`src/rtl/dmem_resp_pkg.sv`:
```
// Shared types and constants for the data-memory responder.
// Holds the FSM encoding, the byte lane mask and the lane helpers.
package dmem_resp_pkg;

  typedef enum logic [1:0] {
    IDLE   = 2'd0,
    ACCESS = 2'd1,
    RESP   = 2'd2
  } state_t;

  localparam logic [31:0] BYTE_MASK = 32'hFF;
  localparam int          CNT_W     = 16;

  // Zero-extended byte from lane `lane` of `word`.
  function automatic logic [31:0] lane_extract(input logic [31:0] word, input logic [1:0] lane);
    return (word >> {lane, 3'b000}) & BYTE_MASK;
  endfunction

  function automatic logic [3:0] lane_enable(input logic [1:0] lane);
    return 4'b0001 << lane;
  endfunction

endpackage

```
`src/rtl/dmem_bram.sv`:
```
// Word-organised data RAM: synchronous writes with four byte-enable lanes,
// combinational read. Contents are never cleared by reset.
module dmem_bram #(
  parameter int ADR_W = 6
) (
  input  logic             clk,
  input  logic [3:0]       we,
  input  logic [ADR_W-1:0] adr,
  input  logic [31:0]      wdat,
  output logic [31:0]      rdat
);

  logic [31:0] mem [2**ADR_W];

  always_ff @(posedge clk) begin
    for (int i = 0; i < 4; i++) begin
      if (we[i]) mem[adr][i*8 +: 8] <= wdat[i*8 +: 8];
    end
  end

  assign rdat = mem[adr];

endmodule

```
`src/rtl/dmem_resp.sv`:
```
// Multi-cycle data-memory responder: request/response handshake in front of
// the data RAM with fixed latency, byte lanes, range error and stall output.
//
// Handshake: a request transfers at a rising edge where req_val && req_rdy,
// a response transfers at a rising edge where resp_val && resp_rdy; resp_rdat
// and resp_err are held stable while resp_val waits for resp_rdy.
module dmem_resp
  import dmem_resp_pkg::*;
#(
  parameter int ADR_W = 6,
  parameter int LAT   = 2
) (
  input  logic              clk,
  input  logic              flush,
  input  logic              req_val,
  output logic              req_rdy,
  input  logic              req_we,
  input  logic              req_byte,
  input  logic [31:0]       req_adr,
  input  logic [31:0]       req_wdat,
  output logic              resp_val,
  input  logic              resp_rdy,
  output logic [31:0]       resp_rdat,
  output logic              resp_err,
  output logic              busy,
  output logic [CNT_W-1:0]  acc_cnt,
  output logic [CNT_W-1:0]  busy_cnt,
  output logic [1:0]        dbg_state
);

  localparam logic [3:0] CNT_INIT = 4'(LAT - 1);

  state_t      state, state_nxt;
  logic [3:0]  cnt;
  logic        we_q, byte_q;
  logic [31:0] adr_q, wdat_q;

  logic        accept, commit, adr_err;
  logic [3:0]  ram_we;
  logic [31:0] ram_wdat, ram_rdat, load_dat;

  assign accept  = (state == IDLE) && req_val;
  assign commit  = (state == ACCESS) && (cnt == 4'd0);
  assign adr_err = |adr_q[31:ADR_W+2];

  // The flush term keeps a store landing on a reset edge from touching RAM.
  assign ram_we   = (commit && we_q && !adr_err && flush)
                    ? (byte_q ? lane_enable(adr_q[1:0]) : 4'hF) : 4'h0;
  assign ram_wdat = byte_q ? {4{wdat_q[7:0]}} : wdat_q;
  assign load_dat = adr_err ? 32'd0
                  : (byte_q ? lane_extract(ram_rdat, adr_q[1:0]) : ram_rdat);

  dmem_bram #(.ADR_W(ADR_W)) u_bram (
    .clk  (clk),
    .we   (ram_we),
    .adr  (adr_q[ADR_W+1:2]),
    .wdat (ram_wdat),
    .rdat (ram_rdat)
  );

  always_ff @(posedge clk) begin
    if (!flush) state <= IDLE;
    else        state <= state_nxt;
  end

  always_comb begin
    state_nxt = state;
    case (state)
      IDLE:    if (req_val)  state_nxt = ACCESS;
      ACCESS:  if (commit)   state_nxt = RESP;
      RESP:    if (resp_rdy) state_nxt = IDLE;
      default:               state_nxt = IDLE;
    endcase
  end

  always_comb begin
    req_rdy  = 1'b0;
    resp_val = 1'b0;
    busy     = 1'b1;
    case (state)
      IDLE:    begin req_rdy = 1'b1; busy = 1'b0; end
      RESP:    resp_val = 1'b1;
      default: ;
    endcase
  end

  assign dbg_state = state;

  always_ff @(posedge clk) begin
    if (!flush) begin
      cnt       <= 4'd0;
      we_q      <= 1'b0;
      byte_q    <= 1'b0;
      adr_q     <= 32'd0;
      wdat_q    <= 32'd0;
      resp_rdat <= 32'd0;
      resp_err  <= 1'b0;
      acc_cnt   <= '0;
      busy_cnt  <= '0;
    end else begin
      if (accept) begin
        we_q   <= req_we;
        byte_q <= req_byte;
        adr_q  <= req_adr;
        wdat_q <= req_wdat;
        cnt    <= CNT_INIT;
      end else if (state == ACCESS && cnt != 4'd0) begin
        cnt <= cnt - 4'd1;
      end
      if (commit) begin
        resp_rdat <= we_q ? 32'd0 : load_dat;
        resp_err  <= adr_err;
      end
      if (resp_val && resp_rdy) acc_cnt <= acc_cnt + 1'b1;
      if (busy) busy_cnt <= busy_cnt + 1'b1;
    end
  end

endmodule

```
`config.mk`:
```
export PLATFORM = sky130hd
export DESIGN_NAME = dmem_resp
export DESIGN_NICKNAME = d
export VERILOG_FILES = /design/src/rtl/dmem_resp_pkg.sv /design/src/rtl/dmem_bram.sv /design/src/rtl/dmem_resp.sv
export SDC_FILE = /design/constraint.sdc
export NUM_CORES = 2
export LEC_CHECK = 0
export CAP_MARGIN = 20
export CORE_ASPECT_RATIO = 1.5
export CORE_MARGIN = 2
export CORE_UTILIZATION = 55
export DETAILED_ROUTE_END_ITERATION = 7
export PLACE_DENSITY = 0.72
export SETUP_SLACK_MARGIN = 0.5
export SLEW_MARGIN = 20
export SYNTH_ARGS = -nofsm -noshare
export SYNTH_HDL_FRONTEND = slang
export SYNTH_SLANG_ARGS = --single-unit
```
`constraint.sdc`:
```
create_clock -name clk -period 4.9 [get_ports clk]
set_input_delay 1.47 -clock clk [delete_from_list [all_inputs] [get_ports clk]]
set_output_delay 1.47 -clock clk [all_outputs]
set_load 0.03 [all_outputs]
```
== Yosys cells after proc, flatten, opt, wreduce, memory -nomap -nowiden ==
Memory sizes are Yosys's and may differ from the RTL's. A register that Yosys moved wholly into a read port is not among the register bits.
Cells that the tools add are included.
Word-level totals
  bits in registers: 137
  memories: 1
  word-level logic and storage cells: 63
  bits in writable memories: 2048
Memories
  u_bram.mem: words 64, bits a word 32, read ports 1, clocked after memory_dff 1, wr ports 1, RTL line dmem_bram.sv:13  | logic [31:0] mem [2**ADR_W];
Cells by class
  bitwise operators: 1
  shifts and indexed selects: 2
  $add $sub $neg: 3
  multiplexer cells: 25
  reductions and logical operators: 15
  eq/ne operators: 5
Operators by type and width (count)
  32-bit two-way mux: 4
  16-bit by 1-bit adder with 16-bit output (second input constant): 2
  32-bit by 5-bit >> shifter with 8-bit output: 1
  24-bit OR reduction: 1
  1-bit two-way mux: 13
  6-bit two-way mux: 2
  4-bit two-way mux: 2
  1-bit logical AND: 7
  2-bit two-way mux: 3
  2-bit != test (second input constant): 3
  2-bit one-hot mux with 3 select lines: 1
  4-bit zero test: 1
  4-bit nonzero test: 1
  1-bit by 2-bit << shifter with 4-bit output (first input constant): 1
  4-bit by 1-bit subtractor with 4-bit output (second input constant): 1
  3-bit AND reduction: 1
  2-bit by 1-bit equality test with 1-bit output (second input constant): 1
  2-bit equality test (second input constant): 1
  2-bit zero test: 1
  2-bit nonzero test: 1
  2-bit OR reduction: 1
  1-bit zero test: 1
  1-bit NOT: 1

== Depth between registers and ports, before layout ==
  depth after elaboration: 8
  depth in mapped cells: 13
  mapped depth without buffers: 9

== Hierarchy ==
Synthesis repeated with hierarchy kept, for this count alone.
Unflattened totals
  cell total of the unflattened synthesis: 5134
  area, all modules: 84025.6 µm²
By module, submodules not included
  dmem_bram: times used 1, area each 78358.9 µm², cells each 4449
  dmem_resp: times used 1, area each 5666.7 µm², cells each 685

== Worst setup path before layout ==
Ideal clock, no wire load.
  kind: register -> register
  start point: register byte_q
  end point: memory u_bram.mem[0][31], data pin
  buffers on the path: 2
  setup time: 0.702 ns
  data required time: 4.198 ns
  clock period less this slack: 3.970 ns
  slack: 0.930 ns
  cell stages (with the launch flop): 4
  data arrival time: 3.268 ns
  path through: dfxtp_1 -> clkbuf_1 -> clkbuf_1 -> o21ai_0
Between the ends
  cells in the longest elaborated chain, start to end: 1
RTL lines
  start, declared: RTL line dmem_resp.sv:35  | logic we_q, byte_q;
  start signal, assigned: RTL line dmem_resp.sv:103  | byte_q <= req_byte;
  32-bit two-way mux: RTL line dmem_resp.sv:49  | assign ram_wdat = byte_q ? {4{wdat_q[7:0]}} : wdat_q;
  named net ram_wdat[31]: RTL line dmem_resp.sv:40  | logic [31:0] ram_wdat, ram_rdat, load_dat;
  end, declared: RTL line dmem_bram.sv:13
The timed path passes the listed nets, and every way through them passes these cells.

==> impl_metrics.toml <==
[outcome]
status = "complete, but fails checks"
failed_checks = "design-rule violations"

[global_routing]
grt_pass1_wl_um = 358000
antenna_found_initial = 18
grt_max_degree = 89
grtUsageTotal_pct = 32.7
overflow = 0
grt_pass1_vias = 46583

[finish]
fin_nets = 5005
final_common_cell = "edfxtp_1"
finish.utilization_pct = 63.3
area_growth_pct = 14.7
final_layout_size_suffix_gt1_share_pct = 24.7
fillerInstances = 10551
layout_common_cells = "2,048 x edfxtp_1, 485 x mux4_2, 374 x buf_4"

[cts]
cts_buffers = 187
cts_hold_buf = 0
cts.htree.levels = 4
cts_resized = 0
post_cts.repair.setup_buffers = 0
cts_tree = "done"
clk_path_buf_depth = 3
clkSlewWorstSetupHoldPaths_ns = 0.07
cts_sinks = 2191
clock_latency_ns = 0.85
root_buffer = "clkbuf_16"

[route]
wl_um = 259000
routedWlPerCell_um = 36.1
via_per_inst = 6.70
drtIter0Drc = 7665
firstDrtPassIters = 8
drc = 32
vias = 48086
ant_nets = 0

[synth]
netlist_instances = 4473
synthFlopType = "edfxtp_1"
synth-seq-area-share_pct = 75.4
async_flop_share_pct = 0
syn_area_sq_mm = 0.0853
synth_edf_count = 2048
yosys_warnings = 0
ys_seq_elements = 2191
synth_area_per_cell_sq_um = 19.1
yosysUniqueCellTypes = 69
syn_nets = 4547

[placement]
gp_congestion = 1.00
numPortBuffers = 139
hpwlAfterDp_um = 170000

[worst_setup_path]
critical_path.cell_chain = "buf_4 > mux4_2 > mux4_2 > nor2_1 > nor4_1 > a2111oi_0 > a31oi_1"
max_stage_delay_ns = 1.02
cp-start-kind = "register"
crit_required_ns = 5.58
crit_arrival_ns = 5.05
critPathCapture = "resp_rdat[3]"
cp_max_fo = 45
crit_path_frequent_cell = "mux4_2"
r2r_setup_slack_ns = 0.53
rr_worst_depth = 7
critPathKind = "reg -> reg"
rr_endpoint = "resp_rdat[3]"
crit_path_end_kind = "register"
cp_slowest_cell = "dfxtp_4"

[timing]
fin_crit_ns = 4.37
fin_skew_ns = 0.0414
tightest_slew_ns = 1.20
slew_headroom_pct = 19.3
rsz0062_at_grt = "false"
hold_violations = 0
setup_tns_ns = 0
setup_viol = 0
post-route-period-util_pct = 89.2
fmax_ghz = 0.229
drv_slew = 0

[flow_run]
cap_viol_max_count = 0

[floorplanning]
dieHeight_um = 486
ios = 140
rows = 177
core_sq_mm = 0.155
dieArea_sq_mm = 0.158
die_w_um = 326
start_util_pct = 55.2

[pwr]
powerDensity_mw_per_mm2 = 400
ir_drop_mv = 0.369
power_w = 0.0392
leakage_nw = 31.4

[worst_hold_path]
hold_class = "reg -> reg"
-- synth_stat cells, drive strengths merged (10+ instances only) --
library cell / instances / area, sq um
edfxtp: 2048 / 61500
mux4: 485 / 10900
nor2: 370 / 1390
nand2: 304 / 1140
buf: 154 / 957
dfxtp: 143 / 2860
mux2i: 136 / 1360
a21oi: 115 / 576
clkbuf: 110 / 417
a22oi: 88 / 661
o21ai: 56 / 280
nand3: 47 / 235
o22ai: 45 / 282
inv: 39 / 146
mux2: 32 / 360
nor2b: 21 / 131
and2: 20 / 125
xor2: 20 / 175
nor3: 18 / 90.1
nor4: 18 / 113
and3: 16 / 100
a31oi: 15 / 93.8
o211ai: 15 / 113
a211oi: 14 / 105
a221oi: 13 / 114
nand2b: 13 / 81.3
nand4: 10 / 62.6
xnor2: 10 / 87.6
-- power breakdown --
group	leakage, nW	internal, W	total, W	switching, W
sequential	20.4	0.0207	0.0208	0.000141
clock	3.07	0.00858	0.0153	0.00670
combinational	7.99	0.00101	0.00307	0.00205
total	31.4	0.0303	0.0392	0.00889
-- sequential cells by signal, indices dropped and copies added (netlist names), named ones only --
signal and cells:
acc_cnt 16, adr_q 32, resp_rdat 32, busy_cnt 16
byte_q 1, we_q 1, dbg_state 2, cnt 4
u_bram.mem 2048, resp_err 1, wdat_q 32
-- through the flow --
stage | cell area (sq um) | std cells | hold WS, ns | setup WS [ns]
2_1_floorplan | 85300 | 4473 | 0.436 | 0.930
6_report | 97800 | 7176 | 0.457 | 0.527
5_1_grt | 97800 | 7155 | 0.471 | 0.501
3_3_place_gp | 91500 | 6800 | 0.442 | 0.657
4_1_cts | 97700 | 7148 | 0.457 | 0.628
3_5_place_dp | 91500 | 6800 | 0.448 | 0.622
-- metal layers --
metal | wire (um) | GRT usage (%) | part of all wire, %
met5 | 65 | 0.490 | 0.025
met3 | 31400 | 8.83 | 12
met4 | 20900 | 22.3 | 8.1
met2 | 122000 | 51.3 | 47
met1 | 83900 | 40.1 | 32
-- worst min-delay path by stage --
stage                             start       endpoint  slack (ns)  depth (start not counted)
final                         adr_q[21]      adr_q[21]        0.46                          2
after global routing          adr_q[30]      adr_q[30]        0.47                          2
after CTS                     adr_q[21]      adr_q[21]        0.46                          2
after detailed placement      adr_q[21]      adr_q[21]        0.45                          2
after global placement    resp_rdat[23]  resp_rdat[23]        0.44                          2
after floorplan               adr_q[17]      adr_q[17]        0.44                          2
-- cell type report --
class | instances | area, sq um | share of cell area (%)
timing repair buffer | 533 | 4600 | 4.70
clock inverter | 114 | 1190 | 1.21
clock buffer | 234 | 5090 | 5.20
sequential | 2191 | 64400 | 65.8
antenna | 28 | 70.1 | 0.0716
multi-input combinational | 1979 | 19800 | 20.2
inverter | 39 | 151 | 0.155
tap | 2058 | 2570 | 2.63
-- cell families after synthesis --
logic type | Yosys count | synth area share [%]
and+or+nand+nor | 879 | 4.45
AOI/OAI and AO/OA | 413 | 3.14
muxes | 653 | 14.8
xor gates and xnor gates | 30 | 0.308
adders and majority gates | 4 | 0.0587
buffers and inverters | 303 | 1.78
DFF | 2191 | 75.4
-- critical path, delay by kind of cell, from the launching register on --
family | cells | cell delay (ns)
AO/OA/AOI/OAI | 2 | 1.17
multiplexers | 2 | 1.02
buffers and inverters | 1 | 0.45
flip-flops | 1 | 1.02
AND/OR/NAND/NOR | 2 | 0.47
Note: power is estimated with default switching activity, not from simulation.
